--- src/rtl/axis_tail_fold.sv ---
// Valid/ready stream stage that adds the reversed last-K beats of the previous packet
// to the first K beats of the current one, using ping-pong history banks.
module axis_tail_fold #(
  parameter int unsigned DATA_W = 8,
  parameter int unsigned MAX_K  = 16,
  parameter int unsigned K_W    = $clog2(MAX_K) + 1
) (
  input  logic              clk,
  input  logic              resetn,
  input  logic [DATA_W-1:0] s_data,
  input  logic              s_valid,
  input  logic              s_last,
  output logic              s_ready,
  output logic [DATA_W-1:0] m_data,
  output logic              m_valid,
  output logic              m_last,
  input  logic              m_ready,
  input  logic              cfg_en,
  input  logic [K_W-1:0]    cfg_k,
  input  logic              cfg_sat,
  output logic              sat_pulse
);

  localparam int unsigned PW = $clog2(MAX_K);

  logic [DATA_W-1:0] hist_q [2][MAX_K];

  logic           bank_sel_q, bank_sel_d;
  logic [PW-1:0]  wp_q, wp_d, rd_ptr_q, rd_ptr_d;
  logic [K_W-1:0] wcnt_q, wcnt_d, fold_left_q, fold_left_d, k_lat_q, k_lat_d;
  logic           en_lat_q, en_lat_d, in_pkt_q, in_pkt_d;

  logic [DATA_W-1:0] m_data_d;
  logic              m_valid_d, m_last_d, sat_pulse_d;

  logic              accept, fold_act, en_cur, sat;
  logic [K_W-1:0]    k_clamp, k_cur, wcnt_inc;
  logic [DATA_W-1:0] addend;
  logic [DATA_W:0]   sum;

  assign s_ready = !m_valid || m_ready;
  assign accept  = s_valid && s_ready;

  // The first beat of a packet uses live config; later beats use the latched copy.
  assign k_clamp  = (cfg_k > K_W'(MAX_K)) ? K_W'(MAX_K) : cfg_k;
  assign k_cur    = in_pkt_q ? k_lat_q : k_clamp;
  assign en_cur   = in_pkt_q ? en_lat_q : cfg_en;
  assign wcnt_inc = (wcnt_q == K_W'(MAX_K)) ? wcnt_q : wcnt_q + K_W'(1);

  assign fold_act = (fold_left_q != '0) && (k_cur != '0) && en_cur;
  assign addend   = fold_act ? hist_q[~bank_sel_q][rd_ptr_q] : '0;
  assign sum      = {1'b0, s_data} + {1'b0, addend};
  assign sat      = cfg_sat && sum[DATA_W];

  always_comb begin
    bank_sel_d  = bank_sel_q;
    wp_d        = wp_q;
    rd_ptr_d    = rd_ptr_q;
    wcnt_d      = wcnt_q;
    fold_left_d = fold_left_q;
    k_lat_d     = k_lat_q;
    en_lat_d    = en_lat_q;
    in_pkt_d    = in_pkt_q;
    if (accept) begin
      wp_d     = wp_q + PW'(1);
      wcnt_d   = wcnt_inc;
      k_lat_d  = k_cur;
      en_lat_d = en_cur;
      in_pkt_d = !s_last;
      if (fold_act) begin
        rd_ptr_d    = rd_ptr_q - PW'(1);
        fold_left_d = fold_left_q - K_W'(1);
      end
      if (s_last) begin
        // Any residual fold of the current packet is dropped here.
        bank_sel_d  = ~bank_sel_q;
        rd_ptr_d    = wp_q;
        fold_left_d = (k_cur < wcnt_inc) ? k_cur : wcnt_inc;
        wp_d        = '0;
        wcnt_d      = '0;
      end
    end
  end

  always_comb begin
    m_valid_d   = m_valid;
    m_data_d    = m_data;
    m_last_d    = m_last;
    sat_pulse_d = 1'b0;
    if (accept) begin
      m_valid_d   = 1'b1;
      m_data_d    = sat ? '1 : sum[DATA_W-1:0];
      m_last_d    = s_last;
      sat_pulse_d = sat;
    end else if (m_ready) begin
      m_valid_d = 1'b0;
    end
  end

  always_ff @(posedge clk or negedge resetn) begin
    if (!resetn) begin
      bank_sel_q  <= 1'b0;
      wp_q        <= '0;
      rd_ptr_q    <= '0;
      wcnt_q      <= '0;
      fold_left_q <= '0;
      k_lat_q     <= '0;
      en_lat_q    <= 1'b0;
      in_pkt_q    <= 1'b0;
      m_valid     <= 1'b0;
      m_data      <= '0;
      m_last      <= 1'b0;
      sat_pulse   <= 1'b0;
    end else begin
      bank_sel_q  <= bank_sel_d;
      wp_q        <= wp_d;
      rd_ptr_q    <= rd_ptr_d;
      wcnt_q      <= wcnt_d;
      fold_left_q <= fold_left_d;
      k_lat_q     <= k_lat_d;
      en_lat_q    <= en_lat_d;
      in_pkt_q    <= in_pkt_d;
      m_valid     <= m_valid_d;
      m_data      <= m_data_d;
      m_last      <= m_last_d;
      sat_pulse   <= sat_pulse_d;
    end
  end

  // History storage needs no reset: fold_left gates every read.
  always_ff @(posedge clk) begin
    if (accept) begin
      hist_q[bank_sel_q][wp_q] <= s_data;
    end
  end

endmodule

--- config.mk ---
export PLATFORM = sky130hd
export DESIGN_NAME = axis_tail_fold
export DESIGN_NICKNAME = d
export VERILOG_FILES = /design/src/rtl/axis_tail_fold.sv
export SDC_FILE = /design/constraint.sdc
export NUM_CORES = 1
export LEC_CHECK = 0
export ABC_AREA = 1
export ABC_CLOCK_PERIOD_IN_PS = 2700
export BUFFER_PORTS_ARGS = -buffer_cell sky130_fd_sc_hd__clkbuf_2
export CAP_MARGIN = 20
export CORE_ASPECT_RATIO = 1.2
export CORE_UTILIZATION = 25
export CTS_CLUSTER_SIZE = 25
export DETAILED_ROUTE_END_ITERATION = 8
export PLACE_DENSITY = 0.42
export SLEW_MARGIN = 20
export SYNTH_ARGS = -nofsm -noshare
export SYNTH_HDL_FRONTEND = slang
export SYNTH_SLANG_ARGS = --single-unit
--- constraint.sdc ---
create_clock -name clk -period 2.7 [get_ports clk]
set_input_delay 0.54 -clock clk [delete_from_list [all_inputs] [get_ports clk]]
set_output_delay 0.54 -clock clk [all_outputs]
set_load 0.005 [all_outputs]
Yosys cells after proc, flatten, opt, wreduce, memory -nomap -nowiden
Memories as Yosys holds them, arrays and structs flattened.
Cells that the tools add are included.
{"block": "op_classes", "div": 0, "n_reduce_logical": 14, "muxes": 23, "n_eq_ne": 1, "multipliers": 0, "addsub": 5, "n_shift": 0, "bitwise_logic": 3, "order_cmp": 5}
{"op": "two-way mux 128 bit", "n": 1}
{"op": "two-way mux 8 bit", "n": 5}
{"op": "two-way mux 5 bit", "n": 7}
{"op": "binary-select mux 8 bit (select 4 bit)", "n": 1}
{"op": "demux 8 bit (select 4 bit)", "n": 1}
{"op": "two-way mux 4 bit", "n": 3}
{"op": "greater-or-equal comparator 5 bit, second input constant", "n": 2}
{"op": "inverter 4 -> 5 bit", "n": 2}
{"op": "nonzero test 5 bit", "n": 2}
{"op": "adder 8 x 8 -> 9 bit", "n": 1}
{"op": "adder 5 x 1 -> 5 bit, second input constant", "n": 1}
{"op": "equality test 5 bit, second input constant", "n": 1}
{"op": "greater-than comparator 5 bit, second input constant", "n": 1}
{"op": "logical AND 1 bit", "n": 5}
{"op": "< comparator 5 x 1 -> 1 bit, second input constant", "n": 1}
{"op": "< comparator 5 bit", "n": 1}
{"op": "two-way mux 1 bit", "n": 5}
{"op": "subtractor 5 x 1 -> 5 bit, second input constant", "n": 1}
{"op": "adder 4 x 1 -> 4 bit, second input constant", "n": 1}
{"op": "AND reduction 2 bit", "n": 2}
{"op": "nonzero test 2 bit", "n": 2}
{"op": "subtractor 4 x 1 -> 4 bit, second input constant", "n": 1}
{"op": "zero test 1 bit", "n": 2}
{"op": "logical OR 1 bit", "n": 1}
{"op": "inverter 1 bit", "n": 1}
{"block": "word_totals", "word_cells": 64, "input_bits": 20, "reg_bits": 37, "latchBits": 0, "n_memories": 1, "romBits": 0, "ram_bits": 256}
{"memory": "hist_q", "words": 2, "width": 128, "rd": 1, "rd_clocked_by_memory_dff": 0, "wr": 1, "line_no": "26", "rtl": "logic [DATA_W-1:0] hist_q [2][MAX_K];"}

Longest topological paths before layout
{"block": "depth", "depth_word": 10, "depth_mapped": 19, "depth_no_buf": 18}

Worst setup path after synthesis
No wires, ideal clock.
{"block": "synth_timing", "kind": "input -> register", "from": "input cfg_k[4]", "to": "register m_data[5]", "setup_ps": 71, "t_arrival_ps": 2650, "slack_ps": -21, "stages": 17, "n_path_buf": 0, "path_cell_list": "nor2_8 > nand2_2 > nand2_4 > nor2_2 > nand3_4 > nand2_1 > nor3_1 > ha_1 > inv_1 > fa_1 > o21ai_1 > nand4_1 > nand2_1 > nand2_1 > nand2_1 > nor2_1 > nor2_1"}
{"block": "synth_between", "elab_chain_cells": 10}
{"item": "start: declaration", "line_no": "19", "rtl": "input logic [K_W-1:0] cfg_k,"}
{"item": "greater-than comparator 5 bit (*)", "line_no": "45", "rtl": "assign k_clamp = (cfg_k > K_W'(MAX_K)) ? K_W'(MAX_K) : cfg_k;"}
{"item": "two-way mux 5 bit (*)", "line_no": "45"}
{"item": "two-way mux 5 bit (*)", "line_no": "46", "rtl": "assign k_cur = in_pkt_q ? k_lat_q : k_clamp;"}
{"item": "via k_cur[1]", "line_no": "37", "rtl": "logic [K_W-1:0] k_clamp, k_cur, wcnt_inc;"}
{"item": "nonzero test 5 bit (*)", "line_no": "50", "rtl": "assign fold_act = (fold_left_q != '0) && (k_cur != '0) && en_cur;"}
{"item": "logical AND 1 bit (*) (2 in a row)", "line_no": "50"}
{"item": "two-way mux 8 bit (*)", "line_no": "51", "rtl": "assign addend = fold_act ? hist_q[~bank_sel_q][rd_ptr_q] : '0;"}
{"item": "adder 8 x 8 -> 9 bit (*)", "line_no": "52", "rtl": "assign sum = {1'b0, s_data} + {1'b0, addend};"}
{"item": "logical AND 1 bit", "line_no": "53", "rtl": "assign sat = cfg_sat && sum[DATA_W];"}
{"item": "two-way mux 8 bit (*)", "line_no": "92", "rtl": "m_data_d = sat ? '1 : sum[DATA_W-1:0];"}
{"item": "end signal: assignment", "line_no": "124", "rtl": "m_data <= m_data_d;"}
{"item": "end: declaration", "line_no": "14", "rtl": "output logic [DATA_W-1:0] m_data,"}
The timed path passes the listed nets; every way through them passes the cells marked *.
A chain may end at the register's enable or synchronous reset.

Worst setup path after layout
{"block": "layout_timing", "from": "register bank_sel_q", "to": "register m_data[2]"}
{"block": "layout_between", "elab_chain_cells": 9}
{"item": "start: declaration", "line_no": "28", "rtl": "logic bank_sel_q, bank_sel_d;"}
{"item": "start signal: assignment", "line_no": "115", "rtl": "bank_sel_q <= bank_sel_d;"}
{"item": "inverter 1 bit (*)", "line_no": "51"}
{"item": "memory (2 x 128 bit) (*)"}
{"item": "binary-select mux 8 bit (select 4 bit) (*)", "line_no": "51"}
{"item": "two-way mux 8 bit (implied by the code) (*) (2 in a row)", "line_no": "51"}
{"item": "two-way mux 8 bit (*)", "line_no": "51"}
{"item": "adder 8 x 8 -> 9 bit (*)", "line_no": "52"}
{"item": "logical AND 1 bit", "line_no": "53"}
{"item": "two-way mux 8 bit (*)", "line_no": "92"}
Every way passes the cells marked *; elsewhere a longest branch is shown, timed or not. The select of a mux whose other input is x is not followed.

==> results.yml <==
timing:
  tightest_slew_ns: 0.500
  fin_ws_ns: -0.232
  relSlewSlack_pct: 66.6
  slew_viol_final: 0
  finalSetupViolCount: 9
  fin_crit_sh_pct: 109
  hold_viol_final: 0
  skew_ns: 0.0128
  fin_crit_ns: 2.93
  grt_setup_unrepaired: "true"
  tns_ns: -1.75
  fmax_mhz: 341
placed_design:
  hpwl_um: 24900
  placed_area_mm2: 0.0146
  portBuffers: 31
  placedCellCount: 1914
  dp_slack_ns: -0.446
  gp_congestion: 0.799
power:
  cell_internal_pwr_uw: 11400
  power_switching_uw: 6550
  p_comb_share_pct: 43.3
  p_per_area_mw_per_mm2: 1060
  pwr-share-seq_pct: 30.4
  p_leak_uw: 0.00648
  power_uw: 18000
  p_sw_share_pct: 36.4
  clkPwrFrac_pct: 26.3
  ir_drop_v: 0.000432
setup_path:
  cp_top_family: "simple AND/OR/NAND/NOR gates"
  crit_path_end_kind: "flop"
  worstPathMaxFanout: 8
  start_kind: "flop"
  critical_path_buf_inv_count: 5
  critPathMaxStageDelay_ns: 0.56
  cp_slowest_cell: "dfrtp_4"
  path_class: "flop to flop"
  crit_chain: "clkinv_8, buf_12, buf_16, nand2_2, nand3_1, nand3_2, nand3_2, a21oi_2, nor3_4, ha_2, inv_2, fa_2, o21ai_4, nand4_1, nand2_1, nand2_2, buf_6, a31oi_2"
  worstPathArrival_ns: 3.37
  cp_data_required_time_ns: 3.14
cells_and_area:
  final_cell_mix: "306 x nand2_1, 256 x edfxtp_1, 197 x nand3_1"
  syn2layout_area_growth_pct: 31.6
  instances_no_fill: 2010
  fin_nets: 1382
  finish.instance_area_mm2: 0.0170
  drive_gt1_share_pct: 28.6
  layout_commonest_cell: "nand2_1"
  diodes: 0
detailed_routing:
  wl_per_cell_um: 19.5
  vias_per_cell: 4.59
  wl_um: 39100
  ant_nets: 0
  num_vias: 9228
  drc: 0
  drt_iter0_markers: 684
  dr.pass1.iters: 5
yosys:
  ys_warn_count: 0
  synth-async-reset-ratio_pct: 12.6
  synth_area_per_cell_um2: 11.0
  syn_area_mm2: 0.0129
  yosysUniqueCellTypes: 40
  synth_edf_count: 256
  synthFlopType: "edfxtp_1"
  syn_nets: 1218
  ys_ff_latch: 293
  synthCells: 1176
  ys_seq_area_share_pct: 66.7
grt:
  grt_usage_pct: 15.1
  grt.overflow.total: 0
  antenna_found_initial: 0
  grt_max_degree: 36
  grt_pass1_vias: 9364
  grt_pass1_wl_um: 59100
clock_network:
  clk_latency_ns: 0.52
  clockBufferDepth: 3
  cts_made_buffers: 34
  ctsHtreeMaxLevel: 2
  clkTransAtPathRegs_ns: 0.06
  clkSinkCount: 293
  cts_root_buffer: "clkbuf_16"
  tritoncts: "built"
run_status:
  violations: "negative setup slack"
  status: "finished, violations left"
die:
  die_h_um: 251
  std_cell_rows: 90
  dieArea_mm2: 0.0526
  io_pins: 32
  initial_utilization_pct: 25.5
  coreArea_mm2: 0.0507
  die_w_um: 209
worst_hold_path:
  hp-class: "primary input to flop"
job:
  drv_cap: 0
## worst min-delay path, cell delays in order
cell	delay, ns
clkbuf_2	0.07
inv_1	0.03
nand2_1	0.08
nand2_1	0.05
## cells by family (layout without fill, tap and decap cells)
group / after synthesis / count (layout) / share of synthesized area, %
compound gates: 68 / 68 / 3.06
xor+xnor: 8 / 8 / 0.543
fa+ha+maj: 22 / 22 / 2.19
buf+inv: 104 / 294 / 3.72
flops: 293 / 293 / 66.7
mux: 1 / 1 / 0.0775
simple gates: 680 / 680 / 23.7
## power by group through the flow
| stage | clock [µW] | combinational, µW | sequential (µW) |
|---|---|---|---|
| 3_5_place_dp | 0 | 5910 | 5530 |
| 6_report | 4730 | 7790 | 5460 |
| 5_1_grt | 5010 | 8470 | 5500 |
| 3_3_place_gp | 0 | 5920 | 5530 |
| 4_1_cts | 4850 | 7440 | 5460 |
| 2_1_floorplan | 0 | 3420 | 5450 |
## cell type report
| type | count | area, µm² |
|---|---|---|
| fillers | 5089 | 33700 |
| clock inverters | 16 | 165 |
| clock buffers | 46 | 991 |
| multi-input cells | 779 | 4460 |
| flip-flops and latches | 293 | 8620 |
| repair buffers | 190 | 1780 |
| well taps | 644 | 806 |
| repair inverters | 1 | 6.26 |
| inverters | 41 | 166 |
## synth_stat cells, types with 3 or more instances
cell type,instances,area share (%)
clkinv_1,3,0.087
nand3_1,250,9.7
a31oi_1,6,0.29
o21ai_2,4,0.27
nand2_4,3,0.26
nor2_4,3,0.26
o22ai_1,4,0.19
buf_4,6,0.35
nand2_2,10,0.48
nand3_2,3,0.23
nand2_1,323,9.4
inv_1,36,1.0
o21ai_0,20,0.78
ha_1,21,2.0
nor3_1,34,1.3
dfrtp_1,37,7.2
xor2_1,7,0.47
a21oi_1,28,1.1
clkbuf_1,22,0.64
nor2_1,43,1.2
nand4_1,4,0.19
buf_1,3,0.087
edfxtp_1,256,60
buf_2,29,1.1
## layer usage
metal	up-vias	part of all wire (%)	track usage (%)
li1	4465	-	-
met1	4497	42	18.5
met2	209	51	27.2
met3	57	4.1	2.06
met4	0	3.1	4.94
met5	-	0	0
## sequential cells by signal, summed over array words and instances, names as in the netlist
signal,cells
m_valid,1
rd_ptr_q,4
m_last,1
wcnt_q,5
en_lat_q,1
m_data,8
hist_q,256
bank_sel_q,1
wp_q,4
fold_left_q,5
sat_pulse,1
in_pkt_q,1
k_lat_q,5
## through the flow
stage,util (%),hold slack (ns)
finish,33.5,0.298
global route,33.5,0.327
CTS,32.9,0.277
detailed placement,28.9,0.465
global placement,28.9,0.461
floorplan,-,0.244
## what timing repair did
action	in CTS	in global routing
setup endpoints to repair	9	10
endpoints found under the hold margin	11	0
hold buffers	1	0
pin swaps	14	45
gates resized for setup	100	62
buffers inserted	19	6
gates cloned	9	0
## path summary, 6_finish.rpt
path,start,endpoint,slack [ns],depth (start not counted)
max,bank_sel_q$_DFFE_PN0P_,m_data[2]$_DFFE_PN0P_,-0.23,18
min reg2reg,m_last$_DFFE_PN0P_,m_last$_DFFE_PN0P_,0.49,2
max reg2reg,bank_sel_q$_DFFE_PN0P_,m_data[2]$_DFFE_PN0P_,-0.23,18
min,m_ready,m_valid$_DFFE_PN0P_,0.30,4
max in group asynchronous,resetn,sat_pulse$_DFF_PN0_,1.69,3
min in group asynchronous,resetn,k_lat_q[3]$_DFFE_PN0P_,0.46,2
(Power assumes the default switching activity.)
